<file path="src/rtl/sram_ctrl_pkg.sv">
// ---------------------------------------------------------------------------
// sram_ctrl_pkg
// Shared definitions for the SRAM port controller: FSM state encoding,
// default parameter values and timing constants.
// Ports: none (package).
// ---------------------------------------------------------------------------
package sram_ctrl_pkg;

    localparam int PHASES_DEF      = 10;
    localparam int SRCLK_PHASE_DEF = 6;
    localparam int WORD_DLY_DEF    = 2;
    localparam int TIMEOUT_CYC     = 64;
    localparam int CNT_W           = 8;

    typedef enum logic [2:0] {
        IDLE      = 3'd0,
        WAIT_INST = 3'd1,
        WAIT_PH   = 3'd2,
        WORD_ON   = 3'd3,
        ACTIVE    = 3'd4,
        WORD_OFF  = 3'd5,
        DONE      = 3'd6
    } state_t;

endpackage

</file>
<file path="src/rtl/sram_port_ctrl_if.sv">
// ---------------------------------------------------------------------------
// sram_port_ctrl_if
// Request/response handshake between a requester and the SRAM port
// controller.
//   req_valid / req_ready : request handshake (accepted when both high)
//   req_we, req_wdata     : write enable and write bit
//   rsp_valid             : one-cycle completion pulse
//   rsp_rdata, rsp_err    : read bit and watchdog-timeout flag
// Modports: master (requester side), slave (controller side).
// ---------------------------------------------------------------------------
interface sram_port_ctrl_if;

    logic req_valid;
    logic req_ready;
    logic req_we;
    logic req_wdata;
    logic rsp_valid;
    logic rsp_rdata;
    logic rsp_err;

    modport master (
        output req_valid, req_we, req_wdata,
        input  req_ready, rsp_valid, rsp_rdata, rsp_err
    );

    modport slave (
        input  req_valid, req_we, req_wdata,
        output req_ready, rsp_valid, rsp_rdata, rsp_err
    );

endinterface

</file>
<file path="src/rtl/sram_port_ctrl_rise_det.sv">
// ---------------------------------------------------------------------------
// rise_det
// Rising-edge detector built from a single previous-value flop.
//   clk   : system clock
//   reset : asynchronous active-high reset (clears the previous-value flop)
//   d     : level input to watch
//   rise  : high for the cycle in which d is high and was low on the
//           previous clock edge; the FSM acts on it at the following edge
// ---------------------------------------------------------------------------
module rise_det (
    input  logic clk,
    input  logic reset,
    input  logic d,
    output logic rise
);

    logic d_q;

    always_ff @(posedge clk or posedge reset) begin
        if (reset) begin
            d_q <= 1'b0;
        end else begin
            d_q <= d;
        end
    end

    assign rise = d & ~d_q;

endmodule

</file>
<file path="src/rtl/sram_port_ctrl.sv">
// ---------------------------------------------------------------------------
// sram_port_ctrl
// Sequences one single-bit SRAM access per request, aligned to the Bennett
// clocking scheme: waits for an instruction boundary, opens the access window
// on clkp[SRCLK_PHASE], raises the word lines WORD_DLY cycles later, closes
// on the next Mclk rise and drops the word lines WORD_DLY cycles after that.
//
// Optional feature: define SRAM_CTRL_TIMEOUT_EN to add a watchdog that
// aborts an access stuck in WAIT_INST, WAIT_PH or ACTIVE for TIMEOUT_CYC
// cycles and reports it through rsp_err. Without it rsp_err is tied low and
// the controller waits indefinitely.
//
// Ports:
//   clk, reset           : system clock, asynchronous active-high reset
//   clkp[PHASES]         : Bennett phase bus
//   Mclk, instFlag       : Bennett master phase, instruction boundary marker
//   bus (slave)          : request/response handshake
//   PEn, PEnnot          : port enable and complement
//   srclkpos, srclkneg   : SRAM clock pair
//   wordA, wordB         : word lines
//   bitA_out, bitA_oe    : bitA drive value and enable
//   bitnotB_in           : sensed bitnotB
//
// state     | meaning
// ----------+---------------------------------------------------------
// IDLE      | ready for a request
// WAIT_INST | request latched, waiting for an instFlag rise
// WAIT_PH   | port enabled, waiting for the clkp[SRCLK_PHASE] rise
// WORD_ON   | SRAM clock low, counting down to word-line assertion
// ACTIVE    | word lines high, waiting for an Mclk rise
// WORD_OFF  | SRAM clock high again, counting down to word-line release
// DONE      | completion pulse
// ---------------------------------------------------------------------------
module sram_port_ctrl
    import sram_ctrl_pkg::*;
#(
    parameter int PHASES      = PHASES_DEF,
    parameter int SRCLK_PHASE = SRCLK_PHASE_DEF,
    parameter int WORD_DLY    = WORD_DLY_DEF
) (
    input  logic              clk,
    input  logic              reset,
    input  logic [PHASES-1:0] clkp,
    input  logic              Mclk,
    input  logic              instFlag,
    sram_port_ctrl_if.slave   bus,
    output logic              PEn,
    output logic              PEnnot,
    output logic              srclkpos,
    output logic              srclkneg,
    output logic              wordA,
    output logic              wordB,
    output logic              bitA_out,
    output logic              bitA_oe,
    input  logic              bitnotB_in
);

    state_t           state_q;
    state_t           state_d;
    logic             mclk_rise;
    logic             inst_rise;
    logic             ph_rise;
    logic             we_q;
    logic             wdata_q;
    logic             rdata_q;
    logic [CNT_W-1:0] cnt_q;
    logic             cnt_zero;
    logic             accept;
    logic             load_on;
    logic             load_off;
    logic             timeout;
    logic             pen_win;
    logic             unused_clkp;

    // Only one phase bit matters; the rest of the bus is intentionally ignored.
    assign unused_clkp = ^clkp;

    rise_det u_mclk_det (.clk(clk), .reset(reset), .d(Mclk),              .rise(mclk_rise));
    rise_det u_inst_det (.clk(clk), .reset(reset), .d(instFlag),          .rise(inst_rise));
    rise_det u_ph_det   (.clk(clk), .reset(reset), .d(clkp[SRCLK_PHASE]), .rise(ph_rise));

    assign accept   = (state_q == IDLE) && bus.req_valid;
    assign cnt_zero = (cnt_q == '0);
    assign load_on  = (state_q == WAIT_PH) && ph_rise;
    assign load_off = (state_q == ACTIVE) && mclk_rise;

`ifdef SRAM_CTRL_TIMEOUT_EN
    logic [7:0] wd_q;
    logic       err_q;
    logic       watched;

    assign watched = (state_q == WAIT_INST) || (state_q == WAIT_PH) || (state_q == ACTIVE);
    // wd_q holds (cycles already spent in the state - 1), so this fires on
    // the edge that completes the TIMEOUT_CYC-th cycle.
    assign timeout = watched && (wd_q == 8'(TIMEOUT_CYC - 1));

    always_ff @(posedge clk or posedge reset) begin
        if (reset) begin
            wd_q  <= '0;
            err_q <= 1'b0;
        end else begin
            if (state_d != state_q) begin
                wd_q <= '0;
            end else if (watched && (wd_q != 8'hFF)) begin
                wd_q <= wd_q + 8'd1;
            end
            if (accept) begin
                err_q <= 1'b0;
            end else if (timeout) begin
                err_q <= 1'b1;
            end
        end
    end

    assign bus.rsp_err = err_q && (state_q == DONE);
`else
    assign timeout     = 1'b0;
    assign bus.rsp_err = 1'b0;
`endif

    always_ff @(posedge clk or posedge reset) begin
        if (reset) begin
            state_q <= IDLE;
        end else begin
            state_q <= state_d;
        end
    end

    // Own-event transitions take priority over the watchdog.
    always_comb begin
        state_d = state_q;
        unique case (state_q)
            IDLE:      if (bus.req_valid) state_d = WAIT_INST;
            WAIT_INST: if (inst_rise)     state_d = WAIT_PH;
                       else if (timeout)  state_d = DONE;
            WAIT_PH:   if (ph_rise)       state_d = WORD_ON;
                       else if (timeout)  state_d = DONE;
            WORD_ON:   if (cnt_zero)      state_d = ACTIVE;
            ACTIVE:    if (mclk_rise)     state_d = WORD_OFF;
                       else if (timeout)  state_d = DONE;
            WORD_OFF:  if (cnt_zero)      state_d = DONE;
            DONE:                         state_d = IDLE;
            default:                      state_d = IDLE;
        endcase
    end

    // Outputs decode straight from the state register so that an async
    // reset (or a watchdog jump to DONE) returns every pin to its safe level.
    always_comb begin
        bus.req_ready = 1'b0;
        bus.rsp_valid = 1'b0;
        srclkpos      = 1'b1;
        wordA         = 1'b0;
        pen_win       = 1'b0;
        unique case (state_q)
            IDLE:     bus.req_ready = 1'b1;
            WAIT_PH:  pen_win = 1'b1;
            WORD_ON:  begin pen_win = 1'b1; srclkpos = 1'b0; end
            ACTIVE:   begin pen_win = 1'b1; srclkpos = 1'b0; wordA = 1'b1; end
            WORD_OFF: begin pen_win = 1'b1; wordA = 1'b1; end
            DONE:     bus.rsp_valid = 1'b1;
            default:  ;
        endcase
    end

    always_ff @(posedge clk or posedge reset) begin
        if (reset) begin
            we_q    <= 1'b0;
            wdata_q <= 1'b0;
            rdata_q <= 1'b0;
            cnt_q   <= '0;
        end else begin
            if (accept) begin
                we_q    <= bus.req_we;
                wdata_q <= bus.req_wdata;
            end
            if (load_on || load_off) begin
                cnt_q <= CNT_W'(WORD_DLY - 1);
            end else if (((state_q == WORD_ON) || (state_q == WORD_OFF)) && !cnt_zero) begin
                cnt_q <= cnt_q - CNT_W'(1);
            end
            if (load_off && !we_q) begin
                rdata_q <= ~bitnotB_in;
            end
        end
    end

    assign srclkneg      = ~srclkpos;
    assign wordB         = wordA;
    assign PEn           = pen_win & we_q;
    assign PEnnot        = ~PEn;
    assign bitA_oe       = PEn;
    assign bitA_out      = PEn & wdata_q;
    assign bus.rsp_rdata = rdata_q;

endmodule

</file>
<file path="src/flat_wrapper.sv">
// flat-port wrapper written by rule: the top's interface ports become plain ports
module sram_port_ctrl_flat import sram_ctrl_pkg::*;
#(
    parameter int PHASES      = PHASES_DEF,
    parameter int SRCLK_PHASE = SRCLK_PHASE_DEF,
    parameter int WORD_DLY    = WORD_DLY_DEF
)
  (clk, reset, clkp, Mclk, instFlag, PEn, PEnnot, srclkpos, srclkneg, wordA, wordB, bitA_out, bitA_oe, bitnotB_in, bus_req_valid, bus_req_we, bus_req_wdata, bus_req_ready, bus_rsp_valid, bus_rsp_rdata, bus_rsp_err);
  sram_port_ctrl_if bus_i ();
  input  logic clk;
  input  logic reset;
  input  logic [PHASES-1:0] clkp;
  input  logic Mclk;
  input  logic instFlag;
  output logic PEn;
  output logic PEnnot;
  output logic srclkpos;
  output logic srclkneg;
  output logic wordA;
  output logic wordB;
  output logic bitA_out;
  output logic bitA_oe;
  input  logic bitnotB_in;
  input wire logic [$bits(bus_i.req_valid)-1:0] bus_req_valid;
  input wire logic [$bits(bus_i.req_we)-1:0] bus_req_we;
  input wire logic [$bits(bus_i.req_wdata)-1:0] bus_req_wdata;
  output wire logic [$bits(bus_i.req_ready)-1:0] bus_req_ready;
  output wire logic [$bits(bus_i.rsp_valid)-1:0] bus_rsp_valid;
  output wire logic [$bits(bus_i.rsp_rdata)-1:0] bus_rsp_rdata;
  output wire logic [$bits(bus_i.rsp_err)-1:0] bus_rsp_err;
  assign bus_i.req_valid = bus_req_valid;
  assign bus_i.req_we = bus_req_we;
  assign bus_i.req_wdata = bus_req_wdata;
  assign bus_req_ready = bus_i.req_ready;
  assign bus_rsp_valid = bus_i.rsp_valid;
  assign bus_rsp_rdata = bus_i.rsp_rdata;
  assign bus_rsp_err = bus_i.rsp_err;
  sram_port_ctrl #(.PHASES(PHASES), .SRCLK_PHASE(SRCLK_PHASE), .WORD_DLY(WORD_DLY)) u_core (.clk(clk), .reset(reset), .clkp(clkp), .Mclk(Mclk), .instFlag(instFlag), .bus(bus_i), .PEn(PEn), .PEnnot(PEnnot), .srclkpos(srclkpos), .srclkneg(srclkneg), .wordA(wordA), .wordB(wordB), .bitA_out(bitA_out), .bitA_oe(bitA_oe), .bitnotB_in(bitnotB_in));
endmodule
</file>
<file path="config.mk">
export PLATFORM = sky130hd
export DESIGN_NAME = sram_port_ctrl_flat
export DESIGN_NICKNAME = d
export VERILOG_FILES = /design/src/rtl/sram_ctrl_pkg.sv /design/src/rtl/sram_port_ctrl_if.sv /design/src/rtl/sram_port_ctrl_rise_det.sv /design/src/rtl/sram_port_ctrl.sv /design/src/flat_wrapper.sv
export SDC_FILE = /design/constraint.sdc
export NUM_CORES = 1
export LEC_CHECK = 0
export ABC_CLOCK_PERIOD_IN_PS = 4400
export BUFFER_PORTS_ARGS = -buffer_cell sky130_fd_sc_hd__buf_2
export CORE_UTILIZATION = 53
export CTS_BUF_LIST = sky130_fd_sc_hd__clkbuf_16
export DETAILED_ROUTE_END_ITERATION = 8
export PLACE_DENSITY = 0.93
export SLEW_MARGIN = 15
export SYNTH_ARGS = -nofsm -noshare
export SYNTH_HDL_FRONTEND = slang
export SYNTH_SLANG_ARGS = --single-unit
</file>
<file path="constraint.sdc">
create_clock -name clk -period 4.4 [get_ports clk]
set_input_delay 0.44 -clock clk [delete_from_list [all_inputs] [get_ports clk]]
set_output_delay 0.44 -clock clk [all_outputs]
set_load 0.005 [all_outputs]
</file>
; ---- Word level (Yosys, flattened, before mapping)
; Index checks and enable logic that the tools add are counted.
; W data, S select, Z words.
[word_totals]
reg_bits = 17
input_bits = 18
output_inout_bits = 12
elab_cells = 61
[op_classes]
n_addsub = 1
n_eq_ne = 12
mux = 14
bitwise_logic = 10
reduce_logical = 16
[op_table]
columns = cell, count
row1 = $mux W3, 6
row2 = $pmux W3 S6, 1
row3 = $mux W8, 2
row4 = $ne A2 B1 Y1 const B, 5
row5 = $eq A3 B3 Y1 const B, 3
row6 = $logic_not A8 Y1, 1
row7 = $sub A8 B1 Y8 const B, 1
row8 = $eq A3 B2 Y1 const B, 2
row9 = $reduce_and A6 Y1, 1
row10 = $and A1 B1 Y1, 5
row11 = $logic_and A1 B1 Y1, 5
row12 = $mux W1, 5
row13 = $not A1 Y1, 5
row14 = $reduce_or A2 Y1, 2
row15 = $reduce_or A4 Y1, 1
row16 = $eq A3 B1 Y1 const B, 1
row17 = $logic_not A3 Y1, 1
row18 = $logic_not A1 Y1, 2
row19 = $logic_or A1 B1 Y1, 2
row20 = $ne A2 B2 Y1 const B, 1
row21 = $reduce_bool A2 Y1, 1

; ---- Logic depth before layout (Yosys ltp)
[logic_depth]
word_depth = 5
ltp_mapped = 6
depth_no_buf = 6

; ---- Hierarchy
; Synthesis repeated with hierarchy kept, for this count alone.
[unflattened]
hier_cells = 103
area_unflattened_um2 = 1002.2
[modules_own_cells]
columns = mod, n_inst, cells_each, area_per_inst_um2, seq_area_each_um2
row1 = sram_port_ctrl, 1, 94, 874.6, 350.3
row2 = rise_det, 3, 3, 42.5, 25.0

; ---- Least setup slack after synthesis
; OpenSTA, ideal clock, no wires.
[synth_timing]
kind = register to register
startpoint = register u_core.cnt_q[0]
endpoint = register u_core.state_q[1]
setup_time_ns = 0.122
t_arrival_ns = 1.682
required_ns = 4.278
setup_slack_ns = 2.596
path_stages_with_launch = 7
path_buffers = 0
synth_period_minus_slack_ns = 1.804
path_cell_list = dfrtp_1 inv_1 ha_1 or3b_2 o211ai_4 o21ai_1 a32o_1
[synth_between]
elab_chain_cells = 3
elab_cells_between_ends = 4
classes_between = eq/ne: 2 / reduce/logical: 2
[synth_lines]
columns = element, line_no
row1 = start: declaration, sram_port_ctrl.sv:66  ; logic [CNT_W-1:0] cnt_q;
row2 = start signal: assignment, sram_port_ctrl.sv:178  ; cnt_q <= CNT_W'(WORD_DLY - 1);
row3 = start signal: assignment, sram_port_ctrl.sv:180  ; cnt_q <= cnt_q - CNT_W'(1);
row4 = $logic_not A8 Y1 (*), sram_port_ctrl.sv:83  ; assign cnt_zero = (cnt_q == '0);
row5 = $ne A2 B1 Y1 (no source line), --
row6 = $reduce_and A6 Y1 (no source line) (*), --
row7 = end signal: assignment, sram_port_ctrl.sv:125  ; state_q <= state_d;
row8 = end: declaration, sram_port_ctrl.sv:58  ; state_t state_q;
; Every way passes the cells marked *; elsewhere a longest branch is shown, timed or not.
; A chain may end at the register's enable or synchronous reset.

; ---- Worst setup path after layout
; Same ends and word-level chain as after synthesis.

==> flow_summary_export.csv <==
group,metric,value,unit
run_status,status,"finished with violations",
run_status,violations,"design-rule violations",
detailed_routing,vias,809,
global_route,antenna_found_initial,0,
floorplanning,die_x,45.0,um
floorplanning,die_y,45.0,um
detailed_routing,drt_iter0_markers,16,
timing,skew,0.00398,ns
setup_path,r2r-start,"u_core.cnt_q[0]",
pwr,total_power,0.852,mW
detailed_routing,remaining_drc_errors,2,
detailed_routing,routed.top_layer,"met4",
setup_path,cp_max_fo,9,
timing,rsz0062_at_grt,"no",
setup_path,crit_chain,"inv_1 -> ha_1 -> or3b_2 -> o211ai_4 -> o21ai_1 -> a32o_1",
timing,fin_crit_sh,46.4,%
placement,dp_slack,2.40,ns
setup_path,r2r-end,"u_core.state_q[1]",
synthesis,syn_area_per_cell,9.60,um^2
clock_network,holdBufCountCts,0,
clock_network,clk_latency,0.25,ns
detailed_routing,dr_wl_met2,1070,um
detailed_routing,drtAntennaViolNets,0,
clock_network,cts_root_buffer,"clkbuf_16",
placement,gp_congestion,0.868,
setup_path,cp_slowest_cell,"or3b_2",
clock_network,cts_tree,"done",
floorplanning,rows,15,
pwr,p_leak,0.552,nW
global_route,grt_pass1_vias,762,
detailed_routing,post_drt_wl_per_cell,14.5,um
finish,fillers,136,
synthesis,syn_nets,122,
timing,hold_ws,0.275,ns
flow_run,maxCapViolCount,0,
floorplanning,initial_core_util,56.7,%
detailed_routing,viasPerCell,5.70,
setup_path,required,4.53,ns
detailed_routing,m1WireLength,886,um
clock_network,postCtsResizedCells,0,
setup_path,worstSetupPathType,"flop to flop",
timing,finalCriticalPeriod,2.04,ns
timing,fin_ws,2.36,ns
timing,max-slew-margin-rel,56.7,%
timing,tightest_slew,0.648,ns
finish,drive_gt1_share,23.9,%
detailed_routing,drt_first_pass_iters,9,
placement,io_buffers,19,
setup_path,reg2reg_depth,6,
synthesis,syn_inst,102,
clock_network,clk_path_buf_depth,2,
floorplanning,die-area,2020,um^2
pwr,p_per_area,749,nW/um^2
setup_path,slowest_delay,0.52,ns
timing,setup_viol,0,
synthesis,syn_area,980,um^2
setup_path,worstPathArrival,2.17,ns
synthesis,ys_warn_count,0,
placement,hpwlAfterDp,1340,um
global_route,grt_pass1_wl,3240,um
global_route,grt_max_degree,18,
clock_network,cts.sinks,17,
floorplanning,coreArea,1730,um^2
pwr,vdd_drop_max,0.000467,V
clock_network,numCtsBuffers,3,
timing,maxSlewViolCount,0,
timing,hold_violations,0,
finish,synthToLayoutAreaGrowth,16.1,%
synthesis,ys_seq_area_share,43.4,%
clock_network,htreeDepth,1,
finish,mostFrequentLayoutCells,"19 x buf_2, 17 x dfrtp_1, 11 x nor2_1, 11 x inv_1, 7 x a21oi_1",
setup_path,cp-start-kind,"flop",
finish,fin_nets,138,
placement,dp_cells,138,
setup_path,rrSetupSlack,2.36,ns
finish,final_cells,142,
global_route,grt_usage,22.7,%
finish,antenna_cells,0,
finish,utilization,65.9,%
detailed_routing,wl,2050,um
placement,place_area,1060,um^2
synthesis,ys_ff_latch,17,
setup_path,worstSetupEndpointType,"flop",
synthesis,synth_cell_types,39,
timing,fmax,490,MHz
clock_network,cts.reportedPaths.clkPinSlew,0.05,ns
floorplanning,ios,30,
finish,final_common_cell,"buf_2",
clock_network,post_cts_buffers,0,
hold_path,hold_path_class,"primary input to async pin",
finish,final_cell_area,1140,um^2
global_route,gr-total-overflow,0,
timing,fin_setup_tns,0,ns
detailed_routing,wl_met3,78,um
[state kept, by name, summed over array words and instances, names as in the netlist]
| register | count |
|---|---|
| u_core.cnt_q | 8 |
| u_core.u_inst_det.d_q | 1 |
| u_core.u_mclk_det.d_q | 1 |
| u_core.we_q | 1 |
| u_core.wdata_q | 1 |
| u_core.u_ph_det.d_q | 1 |
| u_core.state_q | 3 |
| u_core.bus.rsp_rdata | 1 |
[layout make-up]
| cell class | instances | area (um^2) | share of cell area [%] |
|---|---|---|---|
| repair buffers | 19 | 95.1 | 8.36 |
| well taps | 25 | 31.3 | 2.75 |
| inverters | 10 | 37.5 | 3.30 |
| multi-input cells | 67 | 469 | 41.3 |
| flip-flops and latches | 17 | 425 | 37.4 |
| clock buffers | 3 | 75.1 | 6.60 |
| clock inverters | 1 | 3.75 | 0.330 |
[worst max-delay path: cells and delay by family (launching register included)]
kind | cells | cell delay, ns
AO/OA/AOI/OAI | 3 | 0.71
AND/OR/NAND/NOR | 1 | 0.52
flip-flops | 1 | 0.38
adder cells (fa/ha/maj) | 1 | 0.19
buffers and inverters | 1 | 0.12
[Yosys cell counts]
cell type | instances | area (um^2)
nand3_1 | 2 | 10.0
o211ai_4 | 1 | 21.3
o41ai_1 | 1 | 8.76
xnor2_1 | 1 | 8.76
a31oi_1 | 1 | 6.26
nor3_1 | 2 | 10.0
conb_1 | 1 | 3.75
nand2_1 | 6 | 22.5
nand4bb_1 | 2 | 22.5
and3_1 | 1 | 6.26
a211o_2 | 1 | 10.0
o211a_1 | 1 | 10.0
o21ai_1 | 1 | 5.00
nand3b_1 | 1 | 7.51
o2bb2ai_1 | 1 | 8.76
nor3b_1 | 1 | 7.51
xor2_4 | 1 | 27.5
mux2_2 | 2 | 22.5
nand4_1 | 1 | 6.26
clkbuf_1 | 1 | 3.75
o31ai_1 | 3 | 22.5
buf_2 | 2 | 10.0
inv_1 | 10 | 37.5
nor2b_1 | 1 | 6.26
nor4b_1 | 1 | 8.76
mux2i_1 | 2 | 20.0
or4_1 | 2 | 15.0
o21ai_0 | 3 | 15.0
a32o_1 | 1 | 10.0
nor2_1 | 11 | 41.3
o2111a_1 | 1 | 11.3
ha_1 | 2 | 25.0
a21oi_1 | 7 | 35.0
buf_4 | 4 | 30.0
nand2b_1 | 3 | 18.8
dfrtp_1 | 17 | 425
or3b_2 | 1 | 8.76
buf_1 | 1 | 3.75
and2_1 | 1 | 6.26
[layer usage]
layer	vias up	global-route usage, %
met4	0	7.27
li1	382	-
met3	2	7.20
met1	401	28.3
met2	24	37.4
met5	-	0
[logic make-up (layout without fill, tap and decap cells)]
group / Yosys count / in the layout / share of synthesized area (%)
xor+xnor: 2 / 2 / 3.70
fa+ha+maj: 2 / 2 / 2.55
simple gates: 36 / 36 / 20.2
other cells: 1 / 1 / 0.383
compound gates: 22 / 22 / 16.7
mux: 4 / 4 / 4.34
buf+inv: 18 / 33 / 8.68
flops: 17 / 17 / 43.4
[worst max path at each step]
| stage | from | endpoint | slack [ns] | cells after the start |
|---|---|---|---|---|
| floorplan | u_core.cnt_q[0] | u_core.state_q[1] | 2.60 | 6 |
| finish | u_core.cnt_q[0] | u_core.state_q[1] | 2.36 | 6 |
| detailed placement | u_core.cnt_q[0] | u_core.state_q[1] | 2.40 | 6 |
| global placement | u_core.cnt_q[0] | u_core.state_q[1] | 2.48 | 6 |
| global route | u_core.cnt_q[0] | u_core.state_q[1] | 2.29 | 6 |
| CTS | u_core.cnt_q[0] | u_core.state_q[1] | 2.37 | 6 |
[power breakdown]
part | internal (mW) | switching, mW | total, mW
Sequential | 0.218 | 0.0933 | 0.312
Combinational | 0.165 | 0.197 | 0.362
Clock | 0.120 | 0.0572 | 0.178
Total | 0.504 | 0.347 | 0.852
(Power assumes the default switching activity.)
